File: src/rtl/bp_be_dcache_trace_driver.sv
// Trace replay initiator for the dcache harness: issues packets from a ROM,
// scoreboards results in order and reports mismatch/unexpected/timeout status.
module bp_be_dcache_trace_driver #(
    parameter int dcache_pkt_width_p = 32,
    parameter int ptag_width_p = 28,
    parameter int dword_width_p = 64,
    parameter int trace_els_p = 256,
    parameter int max_outstanding_p = 8,
    parameter int timeout_p = 4096,
    localparam int trace_addr_width_lp = $clog2(trace_els_p),
    localparam int trace_width_lp =
        2 + dword_width_p + ptag_width_p + dcache_pkt_width_p
) (
    input  logic                           clk_i,
    input  logic                           reset_n_i,
    input  logic                           start_i,
    output logic [trace_addr_width_lp-1:0] trace_addr_o,
    input  logic [trace_width_lp-1:0]      trace_data_i,
    output logic [dcache_pkt_width_p-1:0]  dcache_pkt_o,
    output logic [ptag_width_p-1:0]        ptag_o,
    output logic                           dcache_pkt_v_o,
    input  logic                           dcache_pkt_ready_i,
    input  logic                           v_i,
    input  logic [dword_width_p-1:0]       data_i,
    output logic                           done_o,
    output logic                           error_o,
    output logic                           timeout_o,
    output logic                           unexpected_o,
    output logic [15:0]                    mismatch_count_o,
    output logic [trace_addr_width_lp-1:0] first_err_idx_o
);

    localparam int cnt_w_lp = $clog2(max_outstanding_p + 1);
    localparam int ptr_w_lp =
        (max_outstanding_p > 1) ? $clog2(max_outstanding_p) : 1;
    localparam int tmr_w_lp = $clog2(timeout_p + 1);
    localparam int exp_lsb_lp = ptag_width_p + dcache_pkt_width_p;

    localparam logic [cnt_w_lp-1:0] max_out_lp =
        cnt_w_lp'(max_outstanding_p);
    localparam logic [ptr_w_lp-1:0] ptr_last_lp =
        ptr_w_lp'(max_outstanding_p - 1);
    localparam logic [tmr_w_lp-1:0] tmr_last_lp =
        tmr_w_lp'(timeout_p - 1);
    localparam logic [trace_addr_width_lp-1:0] addr_last_lp =
        trace_addr_width_lp'(trace_els_p - 1);

    typedef enum logic [1:0] {
        IDLE,
        RUN,
        DRAIN,
        DONE
    } state_e;

    state_e state_q, state_d;

    logic [trace_addr_width_lp-1:0] addr_q, addr_d;
    logic [cnt_w_lp-1:0]            cnt_q, cnt_d;
    logic [ptr_w_lp-1:0]            wr_ptr_q, wr_ptr_d;
    logic [ptr_w_lp-1:0]            rd_ptr_q, rd_ptr_d;
    logic [tmr_w_lp-1:0]            tmr_q, tmr_d;
    logic                           timeout_q, timeout_d;
    logic                           unexp_q, unexp_d;
    logic [15:0]                    mcnt_q, mcnt_d;
    logic [trace_addr_width_lp-1:0] ferr_q, ferr_d;

    // Scoreboard storage needs no reset: occupancy is tracked by cnt_q.
    logic                           sb_check_q [max_outstanding_p];
    logic [dword_width_p-1:0]       sb_exp_q   [max_outstanding_p];
    logic [trace_addr_width_lp-1:0] sb_idx_q   [max_outstanding_p];

    logic                     entry_end;
    logic                     entry_check;
    logic [dword_width_p-1:0] entry_exp;

    logic busy;
    logic fire;
    logic pop;
    logic mismatch;
    logic timeout_hit;
    logic at_last;

    assign entry_end   = trace_data_i[trace_width_lp-1];
    assign entry_check = trace_data_i[trace_width_lp-2];
    assign entry_exp   = trace_data_i[exp_lsb_lp +: dword_width_p];

    assign ptag_o       = trace_data_i[dcache_pkt_width_p +: ptag_width_p];
    assign dcache_pkt_o = trace_data_i[0 +: dcache_pkt_width_p];

    assign busy = (state_q == RUN) || (state_q == DRAIN);

    assign dcache_pkt_v_o = (state_q == RUN) && !entry_end
                         && (cnt_q < max_out_lp);

    assign fire    = dcache_pkt_v_o && dcache_pkt_ready_i;
    assign pop     = v_i && busy && (cnt_q != '0);
    assign at_last = (addr_q == addr_last_lp);

    assign mismatch = pop && sb_check_q[rd_ptr_q]
                   && (data_i != sb_exp_q[rd_ptr_q]);

    assign timeout_hit = busy && !v_i && (cnt_q != '0)
                      && (tmr_q == tmr_last_lp);

    function automatic logic [ptr_w_lp-1:0] ptr_inc(
        input logic [ptr_w_lp-1:0] p
    );
        return (p == ptr_last_lp) ? '0 : p + 1'b1;
    endfunction

    always_comb begin
        addr_d   = addr_q;
        wr_ptr_d = wr_ptr_q;
        rd_ptr_d = rd_ptr_q;
        cnt_d    = cnt_q;
        if (fire) begin
            wr_ptr_d = ptr_inc(wr_ptr_q);
            if (!at_last) begin
                addr_d = addr_q + 1'b1;
            end
        end
        if (pop) begin
            rd_ptr_d = ptr_inc(rd_ptr_q);
        end
        unique case ({fire, pop})
            2'b10:   cnt_d = cnt_q + 1'b1;
            2'b01:   cnt_d = cnt_q - 1'b1;
            default: cnt_d = cnt_q;
        endcase
    end

    always_comb begin
        tmr_d     = tmr_q + 1'b1;
        timeout_d = timeout_q || timeout_hit;
        unexp_d   = unexp_q || (v_i && !pop);
        mcnt_d    = mcnt_q;
        ferr_d    = ferr_q;
        if (!busy || v_i || (cnt_q == '0)) begin
            tmr_d = '0;
        end
        if (mismatch) begin
            if (mcnt_q == '0) begin
                ferr_d = sb_idx_q[rd_ptr_q];
            end
            if (mcnt_q != 16'hFFFF) begin
                mcnt_d = mcnt_q + 16'd1;
            end
        end
    end

    always_comb begin
        state_d = state_q;
        unique case (state_q)
            IDLE: begin
                if (start_i) begin
                    state_d = RUN;
                end
            end
            RUN: begin
                if (timeout_hit) begin
                    state_d = DONE;
                end else if (entry_end || (fire && at_last)) begin
                    state_d = DRAIN;
                end
            end
            DRAIN: begin
                if (timeout_hit || (cnt_d == '0)) begin
                    state_d = DONE;
                end
            end
            DONE: state_d = DONE;
            default: state_d = IDLE;
        endcase
    end

    always_ff @(posedge clk_i or negedge reset_n_i) begin
        if (!reset_n_i) begin
            state_q   <= IDLE;
            addr_q    <= '0;
            cnt_q     <= '0;
            wr_ptr_q  <= '0;
            rd_ptr_q  <= '0;
            tmr_q     <= '0;
            timeout_q <= 1'b0;
            unexp_q   <= 1'b0;
            mcnt_q    <= '0;
            ferr_q    <= '0;
        end else begin
            state_q   <= state_d;
            addr_q    <= addr_d;
            cnt_q     <= cnt_d;
            wr_ptr_q  <= wr_ptr_d;
            rd_ptr_q  <= rd_ptr_d;
            tmr_q     <= tmr_d;
            timeout_q <= timeout_d;
            unexp_q   <= unexp_d;
            mcnt_q    <= mcnt_d;
            ferr_q    <= ferr_d;
        end
    end

    always_ff @(posedge clk_i) begin
        if (fire) begin
            sb_check_q[wr_ptr_q] <= entry_check;
            sb_exp_q[wr_ptr_q]   <= entry_exp;
            sb_idx_q[wr_ptr_q]   <= addr_q;
        end
    end

    assign trace_addr_o     = addr_q;
    assign done_o           = (state_q == DONE);
    assign timeout_o        = timeout_q;
    assign unexpected_o     = unexp_q;
    assign mismatch_count_o = mcnt_q;
    assign first_err_idx_o  = ferr_q;
    assign error_o          = timeout_q || unexp_q || (mcnt_q != '0);

endmodule

File: config.mk
export PLATFORM = sky130hd
export DESIGN_NAME = bp_be_dcache_trace_driver
export DESIGN_NICKNAME = d
export VERILOG_FILES = /design/src/rtl/bp_be_dcache_trace_driver.sv
export SDC_FILE = /design/constraint.sdc
export NUM_CORES = 1
export LEC_CHECK = 0
export ABC_AREA = 1
export BUFFER_PORTS_ARGS = -buffer_cell sky130_fd_sc_hd__buf_2
export CAP_MARGIN = 20
export CORE_MARGIN = 2
export CORE_UTILIZATION = 32
export DETAILED_ROUTE_END_ITERATION = 7
export GPL_ROUTABILITY_DRIVEN = 0
export PLACE_DENSITY = 0.58
export SLEW_MARGIN = 40
export SYNTH_ARGS = -nofsm -noshare
export SYNTH_HDL_FRONTEND = slang
export SYNTH_SLANG_ARGS = --single-unit
File: constraint.sdc
create_clock -name clk_i -period 5 [get_ports clk_i]
set_clock_uncertainty 0.2 [all_clocks]
set_input_delay 0.25 -clock clk_i [delete_from_list [all_inputs] [get_ports clk_i]]
set_output_delay 0.25 -clock clk_i [all_outputs]
set_load 0.01 [all_outputs]
==> results of run 1 <==
## layer usage
| metal | vias up | global-route usage (%) | share of wire [%] |
|---|---|---|---|
| met3 | 177 | 3.14 | 6.4 |
| met4 | 20 | 6.80 | 3.5 |
| li1 | 9581 | - | - |
| met1 | 9220 | 21.0 | 43 |
| met2 | 488 | 26.8 | 47 |
| met5 | - | 0 | 0.17 |
## Yosys cell counts, types with 8 or more instances
master,n,area (um2)
buf_4,82,616
inv_1,291,1090
edfxtp_1,584,17500
xor2_1,20,175
o21ai_0,57,285
ha_1,15,188
a32o_1,8,80.1
buf_1,10,37.5
nand2_1,994,3730
nand4_1,28,175
clkbuf_1,22,82.6
nand3_1,316,1580
nor2_1,166,623
nand3b_1,30,225
dfrtp_1,59,1480
a21oi_1,13,65.1
nor3_1,11,55.1
buf_2,62,310
o22ai_1,9,56.3
## cell families after synthesis
| logic type | count (synthesis) | share of synthesized area, % |
|---|---|---|
| AOI/OAI and AO/OA | 98 | 1.99 |
| DFF | 643 | 66.3 |
| adders and majority gates | 15 | 0.654 |
| and+or+nand+nor | 1560 | 22.7 |
| buffers and inverters | 471 | 7.57 |
| xor gates and xnor gates | 25 | 0.763 |
| muxes | 1 | 0.0393 |
## sequential cells by signal, indices dropped and copies added (netlist names), 3 cells and up
register,count
sb_exp_q,512
sb_idx_q,64
mismatch_count_o,16
tmr_q,13
first_err_idx_o,8
sb_check_q,8
trace_addr_o,8
cnt_q,4
rd_ptr_q,3
wr_ptr_q,3
## stage by stage
step,hold WS (ns),TNS [ns],std cells,setup slack [ns],utilization [%]
6_report,0.262,0,4213,0.909,37.8
5_1_grt,0.277,0,4211,0.421,37.8
4_1_cts,0.229,0,4207,0.854,37.8
3_5_place_dp,0.103,0,4011,1.17,34.5
3_3_place_gp,0.249,0,4007,1.03,34.4
2_1_floorplan,-0.246,-143.47,2813,-0.283,-
## what timing repair did
item | 4_1_cts | 5_1_grt
hold buffers | 73 | 0
endpoints found under the hold margin | 590 | 0
gates resized for setup | 0 | 0
## power breakdown
group,internal [uW],switching (uW)
clock network,2860,2080
logic,1640,3610
registers,6050,193
## worst max-delay path, cell delays in order, from the launching register on
cell,delay (ns)
dfrtp_1,0.41
inv_1,0.09
ha_1,0.16
inv_1,0.06
nor3_1,0.18
nand2_1,0.23
ha_1,0.31
nand2_1,0.08
inv_1,0.05
nor2_1,0.12
ha_1,0.16
a21oi_1,0.04
xor2_1,0.16
o21ai_0,0.23
nor3_1,0.08
nand2_1,0.08
nand3_1,0.10
nand4_1,0.09
dlygate4sd3_1,0.55
nand2_1,0.05
dlygate4sd3_1,0.54
## area by class of cell
| cell class | instances | share of cell area (%) |
|---|---|---|
| Sequential cell | 643 | 56.7 |
| Antenna cell | 5 | 0.0373 |
| Clock buffer | 88 | 5.58 |
| Timing Repair Buffer | 285 | 6.49 |
| Tap cell | 1165 | 4.35 |
| Inverter | 293 | 3.33 |
| Clock inverter | 35 | 0.896 |
| Multi-Input combinational cell | 1699 | 22.6 |
## worst paths after layout
kind	cells after the start	start	slack [ns]	endpoint
max	20	state_q[1]	0.91	state_q[0]
min	2	trace_data_i[111]	0.26	sb_exp_q[3][51]
max reg2reg	20	state_q[1]	0.91	state_q[0]
min reg2reg	1	tmr_q[0]	0.27	tmr_q[0]
max in group asynchronous	5	reset_n_i	3.50	wr_ptr_q[1]
min in group asynchronous	4	reset_n_i	0.57	rd_ptr_q[2]
==> impl_metrics.env, run 1 <==
export IMPL_crit_required_ns=5.27
export IMPL_final_cell_mix="nand2_1, edfxtp_1, nand3_1"
export IMPL_crit_path_end_kind="register"
export IMPL_timing_final_crit_share_pct=81.8
export IMPL_synthesis_instances=2813
export IMPL_rsz0062_at_grt="no"
export IMPL_syn_num_nets=3023
export IMPL_ir_worst_vdd_v=0.000570
export IMPL_antenna_found_initial=21
export IMPL_h_tree_depth=3
export IMPL_die_area_um2=92000
export IMPL_grt_max_degree=141
export IMPL_die_h_um=303
export IMPL_drtAntennaViolNets=0
export IMPL_grt_pass1_wl_um=113000
export IMPL_yosys_warnings=0
export IMPL_regArea_um2=19000
export IMPL_cts_sinks=643
export IMPL_first_iter_violations=1254
export IMPL_powerDensity_nw_per_um2=490
export IMPL_syn_to_final_growth_pct=16.9
export IMPL_p_leak_uw=0.0139
export IMPL_synth_edf_count=584
export IMPL_drive_gt1_share_pct=10.8
export IMPL_post_route_drc_count=0
export IMPL_worstPathArrival_ns=4.37
export IMPL_cts_clk_slew_worst_paths_ns=0.06
export IMPL_ys_seq_area_share_pct=66.3
export IMPL_num_vias=19486
export IMPL_finish_net_count=3201
export IMPL_start_util_pct=32.4
export IMPL_synth_async_reset_ratio_pct=9.18
export IMPL_synth_seq_cells=643
export IMPL_setup_viol=0
export IMPL_grt_pass1_vias=18521
export IMPL_cts_tree="built"
export IMPL_overflow=0
export IMPL_status="completed"
export IMPL_worst_skew_pair_late_latency_ns=0.61
export IMPL_total_power_uw=16400
export IMPL_crit_fanout=6
export IMPL_port_buffers=171
export IMPL_fin_crit_ns=4.09
export IMPL_tritoncts_num_buffers=69
export IMPL_clock_path_buffers=3
export IMPL_worstMarginPinSlew_ns=0.861
export IMPL_slew_viol_final=0
export IMPL_hold_path_class="primary input to register"
export IMPL_ioPinCount=292
export IMPL_finalHoldViolCount=0
export IMPL_dp_hpwl_um=45300
export IMPL_die_x_um=303
export IMPL_fillers=8607
export IMPL_drv_cap=0
export IMPL_startpoint_type="register"
export IMPL_firstDrtPassIters=5
export IMPL_multi_input_area_um2=7570
export IMPL_synth_area_um2=28700
export IMPL_ys_flop_type="edfxtp_1"
export IMPL_syn_avg_cell_area_um2=10.2
export IMPL_wl_per_cell_um=18.1
export IMPL_relSlewSlack_pct=42.6
export IMPL_cts_root_buf="clkbuf_16"
export IMPL_synth_cell_types=35
export IMPL_core_um2=88600
export IMPL_cts_setup_buffers=0
export IMPL_wl_um=76100
export IMPL_vias_per_cell=4.63
export IMPL_fmax_ghz=0.244
export IMPL_grt_usage_pct=16.3
export IMPL_rows=109
export IMPL_critical_path_class="register to register"
export IMPL_final_common_cell="nand2_1"
export IMPL_fin_area_um2=33500
export IMPL_place_area_um2=30600
Note: power is estimated with default switching activity, not from simulation.
==> inputs of run 2 (changes only) <==
ABC_AREA = 0   (was 1)
PLACE_DENSITY = 0.57   (was 0.58)
clock period = 4.2 ns   (was 5 ns; I/O delays follow)
==> impl_metrics.env, run 2 <==
export IMPL_setup_viol=0
export IMPL_wl_um=61400
export IMPL_antenna_found_initial=6
export IMPL_syn_to_final_growth_pct=20.0
export IMPL_fmax_ghz=0.255
export IMPL_ys_flop_type="edfxtp_1"
export IMPL_startpoint_type="register"
export IMPL_die_h_um=289
export IMPL_synth_top_area_share_pct=67.3
export IMPL_slew_viol_final=0
export IMPL_grt_pass1_wl_um=89900
export IMPL_overflow=0
export IMPL_final_cell_mix="edfxtp_1, buf_2, mux2i_1"
export IMPL_core_um2=80500
export IMPL_yosys_warnings=0
export IMPL_synthesis_instances=1374
export IMPL_yosys_top_cells_count="edfxtp_1, mux2i_1, mux4_2"
export IMPL_die_area_um2=83800
export IMPL_tritoncts_num_buffers=69
export IMPL_post_route_drc_count=0
export IMPL_switching_share_pct=19.6
export IMPL_hold_path_class="primary input to register"
export IMPL_die_x_um=289
export IMPL_worstMarginPinSlew_ns=0.774
export IMPL_synth_async_reset_ratio_pct=9.18
export IMPL_cpLargestDelayFamily="simple AND/OR/NAND/NOR gates"
export IMPL_critPathMaxStageDelay_ns=0.57
export IMPL_finish_net_count=1839
export IMPL_crit_path_end_kind="register"
export IMPL_p_seq_share_pct=52.7
export IMPL_vias_per_cell=4.80
export IMPL_hold_worst_slack_ns=0.0710
export IMPL_crit_required_ns=4.48
export IMPL_cp_slowest_cell="dfrtp_4"
export IMPL_netSwitchingPower_uw=2590
export IMPL_cts_setup_buffers=0
export IMPL_synth_cell_types=48
export IMPL_fin_cells=2745
export IMPL_cts_sinks=643
export IMPL_powerDensity_nw_per_um2=422
export IMPL_rows=104
export IMPL_grt_pass1_vias=14106
export IMPL_fin_crit_ns=3.92
export IMPL_post_route_util_pct=38.8
export IMPL_crit_chain="and2_1 > buf_4 > a22oi_1 > a21oi_1 > o22a_1 > nand4_1 > or4_1 > nor4_4 > buf_4 > nor2b_1 > mux2_1"
export IMPL_synth_area_um2=26100
export IMPL_worst_skew_pair_late_latency_ns=0.60
export IMPL_status="completed"
export IMPL_largest_reg_flops=512
export IMPL_final_common_cell="edfxtp_1"
export IMPL_synth_seq_cells=643
export IMPL_ys_seq_area_share_pct=72.9
export IMPL_critical_path_class="register to register"
export IMPL_syn_num_nets=1584
export IMPL_crit_fanout=11
export IMPL_syn_avg_cell_area_um2=19.0
export IMPL_drv_cap=0
export IMPL_synth_top_area_cell="edfxtp_1"
export IMPL_first_iter_violations=837
export IMPL_drtAntennaViolNets=0
export IMPL_synth_edf_count=584
export IMPL_firstDrtPassIters=5
export IMPL_crit_buf_inv=2
export IMPL_cts_root_buf="clkbuf_16"
export IMPL_clkPwrFrac_pct=45.4
export IMPL_dp_hpwl_um=38100
export IMPL_grt_max_degree=74
export IMPL_port_buffers=171
export IMPL_cts_tree="built"
export IMPL_cts_clk_slew_worst_paths_ns=0.06
export IMPL_regMostFlops="sb_exp_q"
export IMPL_p_leak_uw=0.0107
export IMPL_dp_cells=2545
export IMPL_start_util_pct=32.4
export IMPL_timing_final_crit_share_pct=93.3
export IMPL_drive_gt1_share_pct=27.8
export IMPL_p_comb_share_pct=1.9
export IMPL_num_vias=13184
export IMPL_clock_path_buffers=3
export IMPL_worstPathArrival_ns=4.20
export IMPL_grt_usage_pct=14.5
export IMPL_ioPinCount=292
export IMPL_rsz0062_at_grt="no"
export IMPL_finalHoldViolCount=0
export IMPL_relSlewSlack_pct=48.4
export IMPL_total_power_uw=13200
export IMPL_ir_worst_vdd_v=0.000290
export IMPL_internal_power_uw=10600
export IMPL_synth_most_common_cell="edfxtp_1"
export IMPL_h_tree_depth=3
export IMPL_wl_per_cell_um=22.4
export IMPL_crit_top_cell="buf_4"
export IMPL_synth_area_leaders="edfxtp_1, mux4_2, dfrtp_1"
[run 2: routing by layer]
metal / share of wire [%] / wire length, um / vias to the layer above / GRT usage [%]
met3: 4.6 / 2840 / 151 / 2.61
li1: - / - / 5943 / -
met2: 50 / 30700 / 266 / 24.8
met4: 3.6 / 2230 / 4 / 6.21
met5: 0.034 / 21 / - / 0
met1: 42 / 25600 / 6820 / 18.2
[run 2: repair_timing]
action                                  4_1_cts  5_1_grt
hold endpoints to repair                    600        0
hold buffers                                 71        0
endpoints found under the setup margin        0       24
resized for setup                             0        7
[run 2: area by class of cell]
cell class | count | area (um2)
clock buffers | 87 | 1870
diodes | 3 | 7.51
repair buffers | 296 | 2260
clock inverters | 37 | 377
well taps | 1060 | 1330
inverters | 9 | 33.8
flip-flops and latches | 643 | 19000
fillers | 7227 | 49300
multi-input cells | 610 | 6390
[run 2: stage by stage]
step           TNS, ns  setup slack (ns)  area, um2
6_report             0             0.280      31300
2_1_floorplan  -271.18            -0.634      26100
5_1_grt              0            0.0254      31300
3_5_place_dp         0            0.0600      28300
3_3_place_gp    -0.712           -0.0646      28200
4_1_cts              0            0.0558      31200
[run 2: worst paths after layout]
| path | from | endpoint | slack, ns | cells past startpoint |
|---|---|---|---|---|
| max | rd_ptr_q[1] | mismatch_count_o[1] | 0.28 | 11 |
| min | trace_data_i[125] | state_q[0] | 0.07 | 6 |
| max reg2reg | rd_ptr_q[1] | mismatch_count_o[1] | 0.28 | 11 |
| min reg2reg | unexpected_o | unexpected_o | 0.28 | 1 |
| max in group asynchronous | reset_n_i | rd_ptr_q[2] | 2.95 | 4 |
| min in group asynchronous | reset_n_i | trace_addr_o[4] | 0.51 | 4 |
[run 2: logic make-up after synthesis]
kind of cell    after synthesis  synth area share (%)
compound gates               78                  2.15
xor+xnor                     87                  2.92
fa+ha+maj                    15                 0.720
buf+inv                     122                  2.96
flops                       643                  72.9
mux                         246                  14.6
simple gates                183                  3.75
[run 2: worst reg2reg max path: cells and delay by family (launching register included)]
kind	cells	cell delay, ns
buffers and inverters	2	0.55
DFF	1	0.57
AOI/OAI and AO/OA	3	0.56
muxes	1	0.31
and+or+nand+nor	5	1.62
[run 2: power by group through the flow]
stage / Clock, uW / Combinational, uW / Sequential [uW]
after floorplan: 0 / 86.4 / 7100
after global placement: 0 / 181 / 7100
after detailed placement: 0 / 190 / 7100
after CTS: 6170 / 252 / 6960
after global routing: 6410 / 271 / 6960
final: 6000 / 246 / 6970
==> inputs of run 3 (changes only) <==
==> constraint.sdc (replaced) <==
create_clock -name clk_i -period 4.2 [get_ports clk_i]
set_clock_uncertainty 0.2 [all_clocks]
set_input_delay 0.84 -clock clk_i [delete_from_list [all_inputs] [get_ports clk_i]]
set_output_delay 0.84 -clock clk_i [all_outputs]
set_load 0.01 [all_outputs]
==> impl_metrics.env, run 3 (synthesis gave the netlist of run 2 again) <==
export IMPL_startpoint="rd_ptr_q[2]"
export IMPL_die_area_um2=83800
export IMPL_die_x_um=289
export IMPL_dp_hpwl_um=36500
export IMPL_core_um2=80500
export IMPL_h_tree_depth=3
export IMPL_ir_worst_vdd_v=0.000230
export IMPL_critical_path_class="register to register"
export IMPL_die_h_um=289
export IMPL_slew_viol_final=0
export IMPL_cts_sinks=643
export IMPL_p_leak_uw=0.0104
export IMPL_worstMarginPinSlew_ns=0.677
export IMPL_reg2reg_slack_ns=0.25
export IMPL_clkPwrFrac_pct=45.6
export IMPL_netSwitchingPower_uw=2550
export IMPL_r2r_end="first_err_idx_o[5]"
export IMPL_met2_length_um=30300
export IMPL_cts_root_buf="clkbuf_16"
export IMPL_p_comb_share_pct=1.4
export IMPL_antenna_found_initial=12
export IMPL_reg2reg_from="rd_ptr_q[2]"
export IMPL_cts_clk_slew_worst_paths_ns=0.06
export IMPL_startpoint_type="register"
export IMPL_firstDrtPassIters=4
export IMPL_powerDensity_nw_per_um2=429
export IMPL_hold_worst_slack_ns=0.279
export IMPL_hold_path_class="register to register"
export IMPL_grt_usage_pct=14.6
export IMPL_first_iter_violations=851
export IMPL_clock_path_buffers=3
export IMPL_total_power_uw=13200
export IMPL_p_seq_share_pct=52.9
export IMPL_grt_max_degree=74
export IMPL_port_buffers=171
export IMPL_wl_per_cell_um=22.8
export IMPL_vias_per_cell=4.83
export IMPL_crit_path_end_kind="register"
export IMPL_worst_skew_pair_late_latency_ns=0.61
export IMPL_tritoncts_num_buffers=69
export IMPL_wl_met1_um=25100
export IMPL_grt_pass1_vias=13713
export IMPL_relSlewSlack_pct=54.6
export IMPL_regArea_um2=19000
export IMPL_num_vias=12965
export IMPL_crit_required_ns=4.47
export IMPL_wl_met3_um=3460
export IMPL_largest_reg_flops=512
export IMPL_finish_net_count=1772
export IMPL_wl_um=61200
export IMPL_hold_path_depth=1
export IMPL_dr_max_layer_used="met5"
export IMPL_ioPinCount=292
export IMPL_fmax_ghz=0.253
export IMPL_crit_fanout=23
export IMPL_status="completed"
export IMPL_grt_pass1_wl_um=90100
export IMPL_rows=104
export IMPL_multi_input_area_um2=6410
export IMPL_post_route_util_pct=38.1
export IMPL_setup_viol=0
export IMPL_overflow=0
export IMPL_r2r_cells=12
export IMPL_worstPathArrival_ns=4.22
export IMPL_fin_crit_ns=3.95
export IMPL_syn_to_final_growth_pct=17.7
export IMPL_rsz0062_at_grt="no"
export IMPL_drive_gt1_share_pct=29.0
export IMPL_final_common_cell="edfxtp_1"
export IMPL_regMostFlops="sb_exp_q"
export IMPL_worstHoldStart="first_err_idx_o[3]"
export IMPL_drtAntennaViolNets=0
export IMPL_switching_share_pct=19.4
export IMPL_timing_final_crit_share_pct=94.0
export IMPL_drv_cap=0
export IMPL_fillers=7263
export IMPL_finalHoldViolCount=0
export IMPL_post_route_drc_count=0
export IMPL_start_util_pct=32.4
export IMPL_internal_power_uw=10600
export IMPL_final_cell_mix="edfxtp_1, buf_2, mux2i_1"
export IMPL_min_to="first_err_idx_o[3]"
export IMPL_cts_tree="built"
-- run 3: cell count changes in the layout (fill, tap and decap cells not counted), moves of 2 or more --
cell,before,now
dlygate4sd3_1,70,1
clkinv_1,8,14
inv_6,6,2
diode_2,3,6
buf_4,33,35
bufbuf_16,0,2
clkbuf_16,73,71
-- run 3: what timing repair did --
action,4_1_cts,5_1_grt
gates resized for setup,5,1
hold buffers,1,0
pin swaps,1,0
hold endpoints to repair,3,0
buffers inserted,5,0
setup endpoints to repair,23,21
cloned,2,0
-- run 3: metrics by stage --
stage	setup WS (ns)	TNS, ns	cell area, um2	cells
after detailed placement	-0.152	-2.98	28200	2542
final	0.252	0	30700	2682
after CTS	0.0878	0	30600	2675
after floorplan	-0.876	-403.83	26100	1374
after global placement	-0.118	-2.28	28200	2542
after global routing	0.0186	0	30700	2679
-- run 3: worst max path at each step --
stage | endpoint | cells after the start
floorplan | sb_check_q[7] | 4
global placement | first_err_idx_o[7] | 11
detailed placement | first_err_idx_o[4] | 11
CTS | first_err_idx_o[5] | 12
global route | first_err_idx_o[4] | 11
finish | first_err_idx_o[5] | 12
-- run 3: cell type report --
type / instances / share of cell area [%]
Multi-Input combinational cell: 609 / 20.9
Timing Repair Buffer: 230 / 5.30
Sequential cell: 643 / 62.0
Antenna cell: 6 / 0.0489
Clock buffer: 86 / 6.04
Tap cell: 1060 / 4.32
Inverter: 9 / 0.110
Clock inverter: 39 / 1.28
-- run 3: layer usage --
layer	vias up	track usage [%]
met5	-	0
met4	12	6.52
met3	161	3.30
met2	261	24.1
met1	6723	18.5
li1	5808	-
-- run 3: power by group through the flow --
stage          Combinational, uW  Sequential, uW  Clock (uW)
6_report                     186            6970        6000
5_1_grt                      210            6960        6430
4_1_cts                      190            6970        6180
3_5_place_dp                 189            7100           0
3_3_place_gp                 179            7100           0
2_1_floorplan               86.7            7100           0
-- run 3: worst max-delay path, stage by stage, from the launching register on --
cell and delay, ns:
dfrtp_4 0.54, buf_12 0.20, buf_4 0.21, mux2i_1 0.14
a22o_1 0.23, a221oi_1 0.34, xnor2_1 0.17, nand4_1 0.11
or4_4 0.60, nor4_4 0.40, buf_4 0.21, nor3_2 0.10
mux2_1 0.33
